## src/rtl/alu_apb_pkg.sv

```systemverilog
// alu_apb_pkg: shared opcodes, command-word field layout and FSM encoding
// for the APB ALU requester.
package alu_apb_pkg;
  localparam logic [3:0] OP_ADD1 = 4'd1;
  localparam logic [3:0] OP_ADD2 = 4'd2;
  localparam logic [3:0] OP_ADD3 = 4'd3;
  localparam logic [3:0] OP_SHIFT = 4'd4;
  localparam logic [3:0] OP_AND = 4'd5;
  localparam logic [3:0] OP_OR = 4'd6;
  localparam logic [3:0] OP_NAND = 4'd7;
  localparam logic [3:0] OP_NOR = 4'd8;
  localparam logic [3:0] OP_COMP = 4'd9;
  localparam int OPC_LSB = 28;
  localparam int SHIFT_LSB = 26;
  localparam int CONST_LSB = 22;
  localparam int OP2_LSB = 14;
  localparam int OP1_LSB = 6;
  localparam int DEST_LSB = 0;
  localparam int DEST_W = 6;
  localparam int RESULT_REGS = 16;
  typedef enum logic [2:0] {
    S_IDLE,
    S_WR_SETUP,
    S_WR_ACCESS,
    S_WAIT,
    S_RD_SETUP,
    S_RD_ACCESS,
    S_RESP
  } state_t;
endpackage

```

## src/rtl/apb_alu_cmd_pack.sv

```systemverilog
// apb_alu_cmd_pack: packs the local command fields into the 32-bit ALU command word.
module apb_alu_cmd_pack
  import alu_apb_pkg::*;
(
  input  logic [3:0]  i_opcode,
  input  logic [1:0]  i_shift,
  input  logic [3:0]  i_const,
  input  logic [7:0]  i_op2,
  input  logic [7:0]  i_op1,
  input  logic [5:0]  i_dest,
  output logic [31:0] o_word
);
  assign o_word = (32'(i_opcode) << OPC_LSB) | (32'(i_shift) << SHIFT_LSB)
                | (32'(i_const) << CONST_LSB) | (32'(i_op2) << OP2_LSB)
                | (32'(i_op1) << OP1_LSB) | (32'(i_dest) << DEST_LSB);
endmodule

```

## src/rtl/apb_alu_requester.sv

```systemverilog
// apb_alu_requester: writes one packed ALU command over APB, waits, reads the result back.
// Define APB_TIMEOUT_EN to abort ACCESS phases that see no pready within TIMEOUT_CYCLES.
module apb_alu_requester
  import alu_apb_pkg::*;
#(
  parameter logic [31:0] CMD_ADDR = 32'd0,
  parameter int COMPUTE_WAIT = 4,
  parameter int TIMEOUT_CYCLES = 16
) (
  input  logic        clk,
  input  logic        reset,
  input  logic        cmd_valid,
  output logic        cmd_ready,
  input  logic [3:0]  cmd_opcode,
  input  logic [7:0]  cmd_op1,
  input  logic [7:0]  cmd_op2,
  input  logic [3:0]  cmd_const,
  input  logic [1:0]  cmd_shift,
  input  logic [5:0]  cmd_dest,
  output logic        rsp_valid,
  input  logic        rsp_ready,
  output logic [8:0]  rsp_result,
  output logic        rsp_err,
  output logic        psel,
  output logic        penable,
  output logic        pwrite,
  output logic [31:0] paddr,
  output logic [31:0] pwdata,
  input  logic [31:0] prdata,
  input  logic        pready,
  input  logic        pslverr
);
  localparam int CW = $clog2(COMPUTE_WAIT + 1);
  state_t r_state, w_next;
  logic [31:0] r_word, w_word;
  logic [CW-1:0] r_cnt;
  logic [8:0] r_result;
  logic r_err;
  logic w_bad_dest, w_access, w_wr, w_rd, w_timeout, w_unused;
  apb_alu_cmd_pack u_pack (
    .i_opcode(cmd_opcode),
    .i_shift (cmd_shift),
    .i_const (cmd_const),
    .i_op2   (cmd_op2),
    .i_op1   (cmd_op1),
    .i_dest  (cmd_dest),
    .o_word  (w_word)
  );
  assign w_unused = ^prdata[31:9];
  assign w_bad_dest = r_word[DEST_W-1:0] > DEST_W'(RESULT_REGS - 1);
  assign w_access = r_state == S_WR_ACCESS || r_state == S_RD_ACCESS;
  assign w_wr = r_state == S_WR_SETUP || r_state == S_WR_ACCESS;
  assign w_rd = r_state == S_RD_SETUP || r_state == S_RD_ACCESS;
`ifdef APB_TIMEOUT_EN
  localparam int TW = $clog2(TIMEOUT_CYCLES + 1);
  logic [TW-1:0] r_tcnt;
  assign w_timeout = w_access && !pready && r_tcnt == TW'(TIMEOUT_CYCLES - 1);
  always_ff @(posedge clk)
    if (reset) r_tcnt <= '0;
    else r_tcnt <= w_access ? r_tcnt + 1'b1 : '0;
`else
  assign w_timeout = 1'b0;
`endif
  always_ff @(posedge clk)
    if (reset) r_state <= S_IDLE;
    else r_state <= w_next;
  always_comb begin
    w_next = r_state;
    case (r_state)
      S_IDLE:      w_next = cmd_valid ? S_WR_SETUP : S_IDLE;
      S_WR_SETUP:  w_next = S_WR_ACCESS;
      S_WR_ACCESS: w_next = w_timeout ? S_RESP : !pready ? S_WR_ACCESS : w_bad_dest ? S_RESP : S_WAIT;
      S_WAIT:      w_next = r_cnt == CW'(COMPUTE_WAIT - 1) ? S_RD_SETUP : S_WAIT;
      S_RD_SETUP:  w_next = S_RD_ACCESS;
      S_RD_ACCESS: w_next = pready || w_timeout ? S_RESP : S_RD_ACCESS;
      S_RESP:      w_next = rsp_ready ? S_IDLE : S_RESP;
      default:     w_next = S_IDLE;
    endcase
  end
  always_ff @(posedge clk)
    if (reset) begin
      r_word <= '0;
      r_cnt <= '0;
      r_result <= '0;
      r_err <= 1'b0;
    end else begin
      r_cnt <= r_state == S_WAIT ? r_cnt + 1'b1 : '0;
      if (r_state == S_IDLE && cmd_valid) begin
        r_word <= w_word;
        r_result <= '0;
        r_err <= 1'b0;
      end
      if (r_state == S_WR_ACCESS && pready) r_err <= r_err | pslverr | w_bad_dest;
      if (r_state == S_RD_ACCESS && pready) begin
        r_result <= prdata[8:0];
        r_err <= r_err | pslverr;
      end
      if (w_timeout) begin
        r_result <= '0;
        r_err <= 1'b1;
      end
    end
  always_comb begin
    cmd_ready = r_state == S_IDLE && !reset;
    psel = w_wr || w_rd;
    penable = w_access;
    pwrite = w_wr;
    paddr = w_wr ? CMD_ADDR : w_rd ? {26'b0, r_word[DEST_W-1:0]} : 32'd0;
    pwdata = w_wr ? r_word : 32'd0;
    rsp_valid = r_state == S_RESP;
    rsp_result = r_state == S_RESP ? r_result : 9'd0;
    rsp_err = r_state == S_RESP && r_err;
  end
endmodule
```

## config.mk

```make
export PLATFORM = sky130hd
export DESIGN_NAME = apb_alu_requester
export DESIGN_NICKNAME = d
export VERILOG_FILES = /design/src/rtl/alu_apb_pkg.sv /design/src/rtl/apb_alu_cmd_pack.sv /design/src/rtl/apb_alu_requester.sv
export SDC_FILE = /design/constraint.sdc
export NUM_CORES = 1
export LEC_CHECK = 0
export ABC_AREA = 0
export CORE_ASPECT_RATIO = 2
export CORE_MARGIN = 1.5
export CORE_UTILIZATION = 37
export DETAILED_ROUTE_END_ITERATION = 12
export GPL_TIMING_DRIVEN = 1
export PLACE_DENSITY = 0.77
export RECOVER_POWER = 100
export SLEW_MARGIN = 20
export SYNTH_ARGS = -nofsm -noshare
export SYNTH_HDL_FRONTEND = slang
export SYNTH_SLANG_ARGS = --single-unit
```

## constraint.sdc

```tcl
create_clock -name clk -period 1.8 [get_ports clk]
set_input_delay 0.36 -clock clk [delete_from_list [all_inputs] [get_ports clk]]
set_output_delay 0.36 -clock clk [all_outputs]
set_load 0.03 [all_outputs]
```

Yosys cells after proc, flatten, opt, wreduce, memory -nomap -nowiden
Index checks and enable logic that the tools add are counted.
- bits in registers: 48
- output and inout bits: 79
- reductions and logical operators: 14
- equal/unequal tests: 7
- bitwise gates (word level): 8
- magnitude comparators: 1
- add/sub/neg operators: 1
- muxes and demuxes: 16
- operator list (operator ; count):
    two-way mux 32 bit ; 1
    bitwise OR 32 x 14 -> 32 bit ; 1
    bitwise OR 32 x 22 -> 32 bit ; 1
    bitwise OR 32 x 26 -> 32 bit ; 1
    bitwise OR 32 x 28 -> 32 bit ; 1
    bitwise OR 32 x 6 -> 32 bit ; 1
    two-way mux 9 bit ; 3
    case mux 3 bit (7 select lines) ; 1
    two-way mux 3 bit ; 4
    two-way mux 6 bit ; 2
    equality test 3 x 2 -> 1 bit, second input constant ; 3
    equality test 3 bit, second input constant ; 3
    greater-than comparator 6 x 4 -> 1 bit, second input constant ; 1
    logical AND 1 bit ; 5
    logical OR 1 bit ; 4
    two-way mux 1 bit ; 4
    adder 3 x 1 -> 3 bit, second input constant ; 1
    equality test 3 x 1 -> 1 bit, second input constant ; 1
    logical NOT 3 bit ; 1
    nonzero test 3 bit ; 1
    two-way mux 2 bit ; 1
    bitwise OR 1 bit ; 2
    nonzero test 2 bit ; 1
    OR reduction 2 bit ; 1
    2 further kinds ; 2

Longest topological paths before layout
Gate-level depths: netlist of the first run.
- depth in word-level cells: 5
- depth in mapped cells: 6
- depth with buffers taken out: 5

Modules after synthesis
From an unflattened synthesis of the first run, not the netlist that was laid out.
- cells, all modules: 349
- area total of the unflattened synthesis: 2695.1 um^2
- modules (own cells, without submodules) (module ; times used ; area each (um^2) ; cells each):
    apb_alu_requester ; 1 ; 2454.9 ; 317
    apb_alu_cmd_pack ; 1 ; 240.2 ; 32

Worst setup path before layout of the first run
No wires, ideal clock.
- path type: reg-to-output
- start: register r_state[1]
- end: output port cmd_ready
- path buffers: 2
- required time: 1440 ps
- data arrival time: 1685 ps
- path slack: -245 ps
- stages on the path, launching flop included: 4
- path through: dfxtp_1 -> buf_2 -> buf_1 -> nor4_1
- cells in the longest elaborated chain, start to end: 2
- ends and longest elaborated chain (element ; line ; text):
    start, declared ; apb_alu_requester.sv:34 ; state_t r_state, w_next;
    start signal, assigned ; apb_alu_requester.sv:66 ; else r_state <= w_next;
    logical NOT 3 bit ; apb_alu_requester.sv:104 ; cmd_ready = r_state == S_IDLE && !reset;
    logical AND 1 bit ; apb_alu_requester.sv:104 ;
    end, declared ; apb_alu_requester.sv:13 ; output logic cmd_ready,
Every way passes these cells.

Worst setup path after layout of the first run
- start: register r_state[0]
- end: output port pwdata[23]
- cells in the longest elaborated chain, start to end: 3
- ends and longest elaborated chain (element ; line ; text):
    equality test 3 x 1 -> 1 bit / equality test 3 x 2 -> 1 bit (equally long branches) ; apb_alu_requester.sv:52 ; assign w_wr = r_state == S_WR_SETUP || r_state == S_WR_ACCESS;
    logical OR 1 bit (*) ; apb_alu_requester.sv:52 ;
    two-way mux 32 bit (*) ; apb_alu_requester.sv:109 ; pwdata = w_wr ? r_word : 32'd0;
    end, declared ; apb_alu_requester.sv:28 ; output logic [31:0] pwdata,
Every way passes the cells marked *; elsewhere a longest branch is shown, timed or not.

==> metrics.cfg, run 1 <==
[floorplan]
die-area_um2=7160
core_area_um2=6360
start_util=0.386
die_x_um=60.6
rows=41
ios=149
die_y_um=118

[timing]
slew_viol_final=0
whs_ns=0.335
period_share=0.974
layout_setup_ws_ns=0.0473
final_hold_viol_count=0
setup_violations=0
skew_ns=0.00288
rsz0062_at_grt=true
fmax_mhz=571
fin_crit_ns=1.75

[global_routing]
grt_pass1_wl_mm=9.67
antenna_found_initial=0
grt_overflow=0
grtUsageTotal=0.176
grt_max_degree=42
grt_pass1_vias=2119

[clocking]
htreeDepth=2
cts_buffers=5
root_buffer=clkbuf_16
clkLatencyLatePin_ns=0.28
path_clk_slew_ns=0.06
cts_max_path_buffers=2
cts_tree=done
clock-sinks=48

[placement]
pre_cts_ws_ns=-0.0421
port-buffer-count=99
dp_hpwl_mm=4.51
place_congestion=0.798

[pwr]
p_leak_nw=1.52
ir_drop_uv=445
cellPowerDensity_nw_per_um2=832

[critical_path]
cp_max_fo=33
cp.required_ns=1.44
start_kind=flop
endpoint_kind=primary output
arrival_ns=1.39
criticalPathCategory=reg -> out

[yosys]
synth-edff-count=0
synthCells=318
ys_types=37
seq_area_frac_synth=0.391
netlist.area_leader.share=0.391
synth_warnings=0
avgSynthCellArea_um2=7.72
ys_ff_latch=48
dominantRegCellSynth=dfxtp_1
synth.area.top_cells=dfxtp_1 (39%), and2_1 (12%), nand2_1 (12%)
syn-cell-area_um2=2450
async_flop_share=0
synth_top_area_cell=dfxtp_1

[finish]
mostFrequentLayoutCell=nand2_1
nets=484
drive_above_1_share=0.211
nFillCells=623
antenna_cells=0
seq_area_um2=967
syn_to_final_growth_pct=45.5
multiInputGateArea_um2=1260
final_cell_mix=nand2_1 (78), and2_1 (48), clkdlybuf4s50_1 (45), dfxtp_1 (45), buf_4 (44)

[run_status]
status=completed

[detailed_routing]
drtPass1Iterations=4
wl_per_cell_um=12.4
drc=0
drtIter0Drc=88
vias=2288
drtAntennaViolNets=0
viasPerCell=4.59
routed_wl_mm=6.20

[run]
maxCapViolations=0

[min_path]
hp-class=in -> reg

## power by group
| group | internal, mW | switching [mW] | leakage, nW |
|---|---|---|---|
| logic | 0.322 | 0.443 | 1.05 |
| clock network | 0.652 | 0.385 | 0.0798 |
| registers | 1.13 | 0.0377 | 0.393 |
## state kept, by name, indices dropped and copies added (netlist names)
signal	flops
r_state	3
r_result	9
r_err	1
r_word	32
r_cnt	3
## what timing repair did
| item | 4_1_cts | 5_1_grt |
|---|---|---|
| hold buffers | 0 | 0 |
| buffers inserted | 0 | 1 |
| pin swaps | 0 | 1 |
| gates resized for setup | 2 | 24 |
| endpoints found under the setup margin | 42 | 45 |
## worst max-delay path: stages, from the launching register on
cell and delay [ns]:
dfxtp_4 0.37, xnor2_1 0.13, nor2_2 0.13, buf_12 0.18
and2_1 0.16, buf_6 0.14
## synthesized netlist by cell type (all sizes together), types with 2 or more instances
| master | instances |
|---|---|
| buf | 41 |
| nand3b | 2 |
| dfxtp | 48 |
| xnor2 | 2 |
| nor2 | 7 |
| nand2 | 78 |
| ha | 2 |
| and2 | 48 |
| clkbuf | 9 |
| inv | 3 |
| o21ai | 4 |
| nand4b | 2 |
| nand3 | 10 |
| a21oi | 43 |
| a31oi | 2 |
## per-stage QoR
stage / std cells / util / power (mW) / cell area (um2) / setup TNS [ns]
floorplan: 343 / - / 1.71 / 2560 / 0
global placement: 490 / 0.521 / 1.93 / 3310 / -0.114
detailed placement: 490 / 0.521 / 1.94 / 3310 / -0.389
CTS: 498 / 0.547 / 2.98 / 3480 / 0
global route: 499 / 0.561 / 3.10 / 3570 / -0.0619
finish: 499 / 0.561 / 2.97 / 3570 / 0
## final timing paths
path | from | end | slack, ns | depth (start not counted)
setup / recovery | r_state[0] | pwdata[23] | 0.05 | 5
hold reg to reg | r_cnt[0] | r_cnt[0] | 0.43 | 1
hold / removal | reset | r_result[4] | 0.34 | 2
setup reg to reg | r_state[2] | r_result[7] | 0.28 | 5
## logic make-up after synthesis
kind of cell | synth area share
buffers and inverters | 0.144
flip-flops | 0.391
XOR/XNOR | 0.00714
AO/OA/AOI/OAI | 0.120
other | 0.00153
AND/OR/NAND/NOR | 0.325
adder cells (fa/ha/maj) | 0.0102
## layer usage
| metal | routed length [um] | track usage | up-vias |
|---|---|---|---|
| met2 | 3490 | 0.321 | 84 |
| met4 | 159 | 0.0639 | 0 |
| li1 | - | - | 1157 |
| met1 | 2220 | 0.184 | 1037 |
| met5 | 0 | 0 | - |
| met3 | 332 | 0.0372 | 10 |
## layout make-up
type | instances | share of cell area
well taps | 86 | 0.0301
clock inverters | 3 | 0.0119
repair buffers | 112 | 0.297
flip-flops and latches | 48 | 0.271
inverters | 3 | 0.00315
clock buffers | 5 | 0.0350
multi-input cells | 242 | 0.352
(Power assumes the default switching activity.)
==> run 2, diff against run 1 <==
- CORE_UTILIZATION: 37 -> 40
- DONT_BUFFER_PORTS: unset -> 1
- PLACE_DENSITY: 0.77 -> 0.51
==> run 2 against run 1 <==
- worst hold slack worse by 0.19 ns
- combinational power is 9.4% lower
- critical path depth stayed put
- count of clock-buffer cells in the layout is 1 higher
- die area is 7.2% lower
- first-iteration DRC count is 1.1% higher
- largest cell class unchanged
- largest power group unchanged
==> metrics.cfg, run 2 (synthesized netlist as in run 1, its figures left out) <==
[floorplan]
die_y_um=114  ; was 118 um
ios=149  ; unchanged
core_area_um2=5960  ; was 6360 um2
die_x_um=58.4  ; was 60.6 um
start_util=0.412  ; was 0.386
die-area_um2=6640  ; was 7160 um2
rows=40  ; was 41

[detailed_routing]
drtPass1Iterations=4  ; unchanged
drtAntennaViolNets=0  ; unchanged
wl_per_cell_um=13.3  ; was 12.4 um
routed_wl_mm=5.67  ; was 6.20 mm
drc=0  ; unchanged
drtIter0Drc=89  ; was 88
viasPerCell=4.86  ; was 4.59
vias=2064  ; was 2288

[clocking]
clock-sinks=48  ; unchanged
cts_buffers=5  ; unchanged
cts_tree=done  ; unchanged
path_clk_slew_ns=0.06  ; about the same
htreeDepth=2  ; unchanged
clkLatencyLatePin_ns=0.28  ; about the same
root_buffer=clkbuf_16  ; unchanged
postCtsSetupBuffers=0  ; unchanged
cts_max_path_buffers=2  ; unchanged

[min_path]
hp-class=in -> reg  ; unchanged

[timing]
setup_violations=0  ; unchanged
fin_crit_ns=1.79  ; was 1.75 ns
period_share=0.993  ; was 0.974
rsz0062_at_grt=true  ; unchanged
fmax_mhz=560  ; was 571 MHz
slew_viol_final=0  ; unchanged
layout_setup_ws_ns=0.0132  ; was 0.0473 ns
fin_setup_tns_ns=0  ; unchanged
skew_ns=0.00211  ; was 0.00288 ns
whs_ns=0.145  ; was 0.335 ns
final_hold_viol_count=0  ; unchanged

[placement]
place_congestion=0.702  ; was 0.798
pre_cts_ws_ns=0.157  ; was -0.0421 ns
port-buffer-count=0  ; was 99
dp_hpwl_mm=3.87  ; was 4.51 mm
dpl_cell_area_um2=2810  ; was 3310 um2
numPlacedInstances=417  ; was 490

[critical_path]
r2r_cells=3  ; was 5
criticalPathCategory=reg -> out  ; unchanged
cp.required_ns=1.44  ; about the same
cp_num_buf_inv=2  ; unchanged
max_stage_delay_ns=0.37  ; about the same
endpoint_kind=primary output  ; unchanged
cp-endpoint=pwdata[3]  ; was pwdata[23]
startpoint=r_state[0]  ; unchanged
critPathTopFamily=flip-flops  ; unchanged
cp_max_fo=16  ; was 33
r2r-end=r_result[3]  ; was r_result[7]
r2r-start=r_state[1]  ; was r_state[2]
crit_chain=xnor2_2, nor2_4, clkbuf_16, and2_1, buf_6  ; was xnor2_1, nor2_2, buf_12, and2_1, buf_6
arrival_ns=1.43  ; was 1.39 ns
slowest_stage=dfxtp_4  ; unchanged
regToRegSetupSlack_ns=0.29  ; was 0.28 ns
crit_cells=5  ; unchanged
start_kind=flop  ; unchanged

[finish]
syn_to_final_growth_pct=27.5  ; was 45.5%
largestRegisters=r_word x32, r_result x9  ; unchanged
drive_above_1_share=0.240  ; was 0.211
fin_cells=425  ; was 499
mostFrequentLayoutCell=nand2_1  ; unchanged
fin_area_um2=3130  ; was 3570 um2
nets=434  ; was 484
antenna_cells=0  ; unchanged
largest_reg_flops=32  ; unchanged
final_cell_mix=nand2_1 (78), dfxtp_1 (45), a21oi_1 (43)  ; was nand2_1 (78), and2_1 (48), clkdlybuf4s50_1 (45), dfxtp_1 (45), buf_4 (44)
nFillCells=600  ; was 623
top_register=r_word  ; unchanged

[pwr]
p_leak_nw=1.34  ; was 1.52 nW
ir_drop_uv=572  ; was 445 uV
cellPowerDensity_nw_per_um2=872  ; was 832 nW/um2

[run]
maxCapViolations=0  ; unchanged

[global_routing]
grt_max_degree=46  ; was 42
grt_pass1_wl_mm=8.64  ; was 9.67 mm
grt_pass1_vias=1848  ; was 2119
grtUsageTotal=0.167  ; was 0.176
antenna_found_initial=0  ; unchanged
grt_overflow=0  ; unchanged

[run_status]
status=completed  ; unchanged

run 2: cell count changes in the layout (fill, tap and decap cells not counted), moves of 2 or more:
cell,previous run,this run
clkdlybuf4s50_1,45,0
buf_4,44,26
buf_6,19,31
and2_1,48,41
and2_4,0,7
nor2_2,2,0
run 2: area by class of cell:
| class | count | area (um2) | share of cell area |
|---|---|---|---|
| multi-input combinational | 242 | 1290 | 0.412 |
| sequential | 48 | 967 | 0.309 |
| timing repair buffer | 62 | 649 | 0.207 |
| clock buffer | 6 | 129 | 0.0412 |
| tap | 63 | 78.8 | 0.0252 |
| inverter | 3 | 11.3 | 0.00360 |
| clock inverter | 1 | 5.00 | 0.00160 |
run 2: worst register-to-register path, stage by stage, from the launching register on:
cell and delay (ns):
dfxtp_2 0.35, or4b_4 0.78, nand3_1 0.21, a21oi_1 0.07
run 2: metrics by stage:
step	util	total power, mW
final	0.526	2.73
after global routing	0.526	2.87
after CTS	0.496	2.69
after detailed placement	0.472	1.82
after global placement	0.472	1.81
after floorplan	-	1.71
run 2: worst min path at each step:
stage	from	endpoint	slack, ns	cells past startpoint
detailed placement	r_cnt[0]	r_cnt[0]	0.41	1
finish	reset	r_word[15]	0.14	1
global placement	r_cnt[0]	r_cnt[0]	0.41	1
floorplan	r_cnt[0]	r_cnt[0]	0.40	1
global route	reset	r_word[10]	0.13	1
CTS	reset	r_word[7]	0.14	1
run 2: per-layer routing:
layer  GRT usage  wire length (um)
met5           0                 0
met4      0.0605                80
met3      0.0351               312
met2       0.317              3140
met1       0.170              2130
run 2: timing repair:
action	CTS	global route
resized for setup	5	42
endpoints found under the setup margin	49	32
hold buffers	0	0
cloned	0	1
run 2: power by group:
part / leakage, nW / switching (mW) / internal [mW]
Clock: 0.0667 / 0.360 / 0.505
Combinational: 0.877 / 0.428 / 0.266
Sequential: 0.393 / 0.0395 / 1.13
Total: 1.34 / 0.828 / 1.90
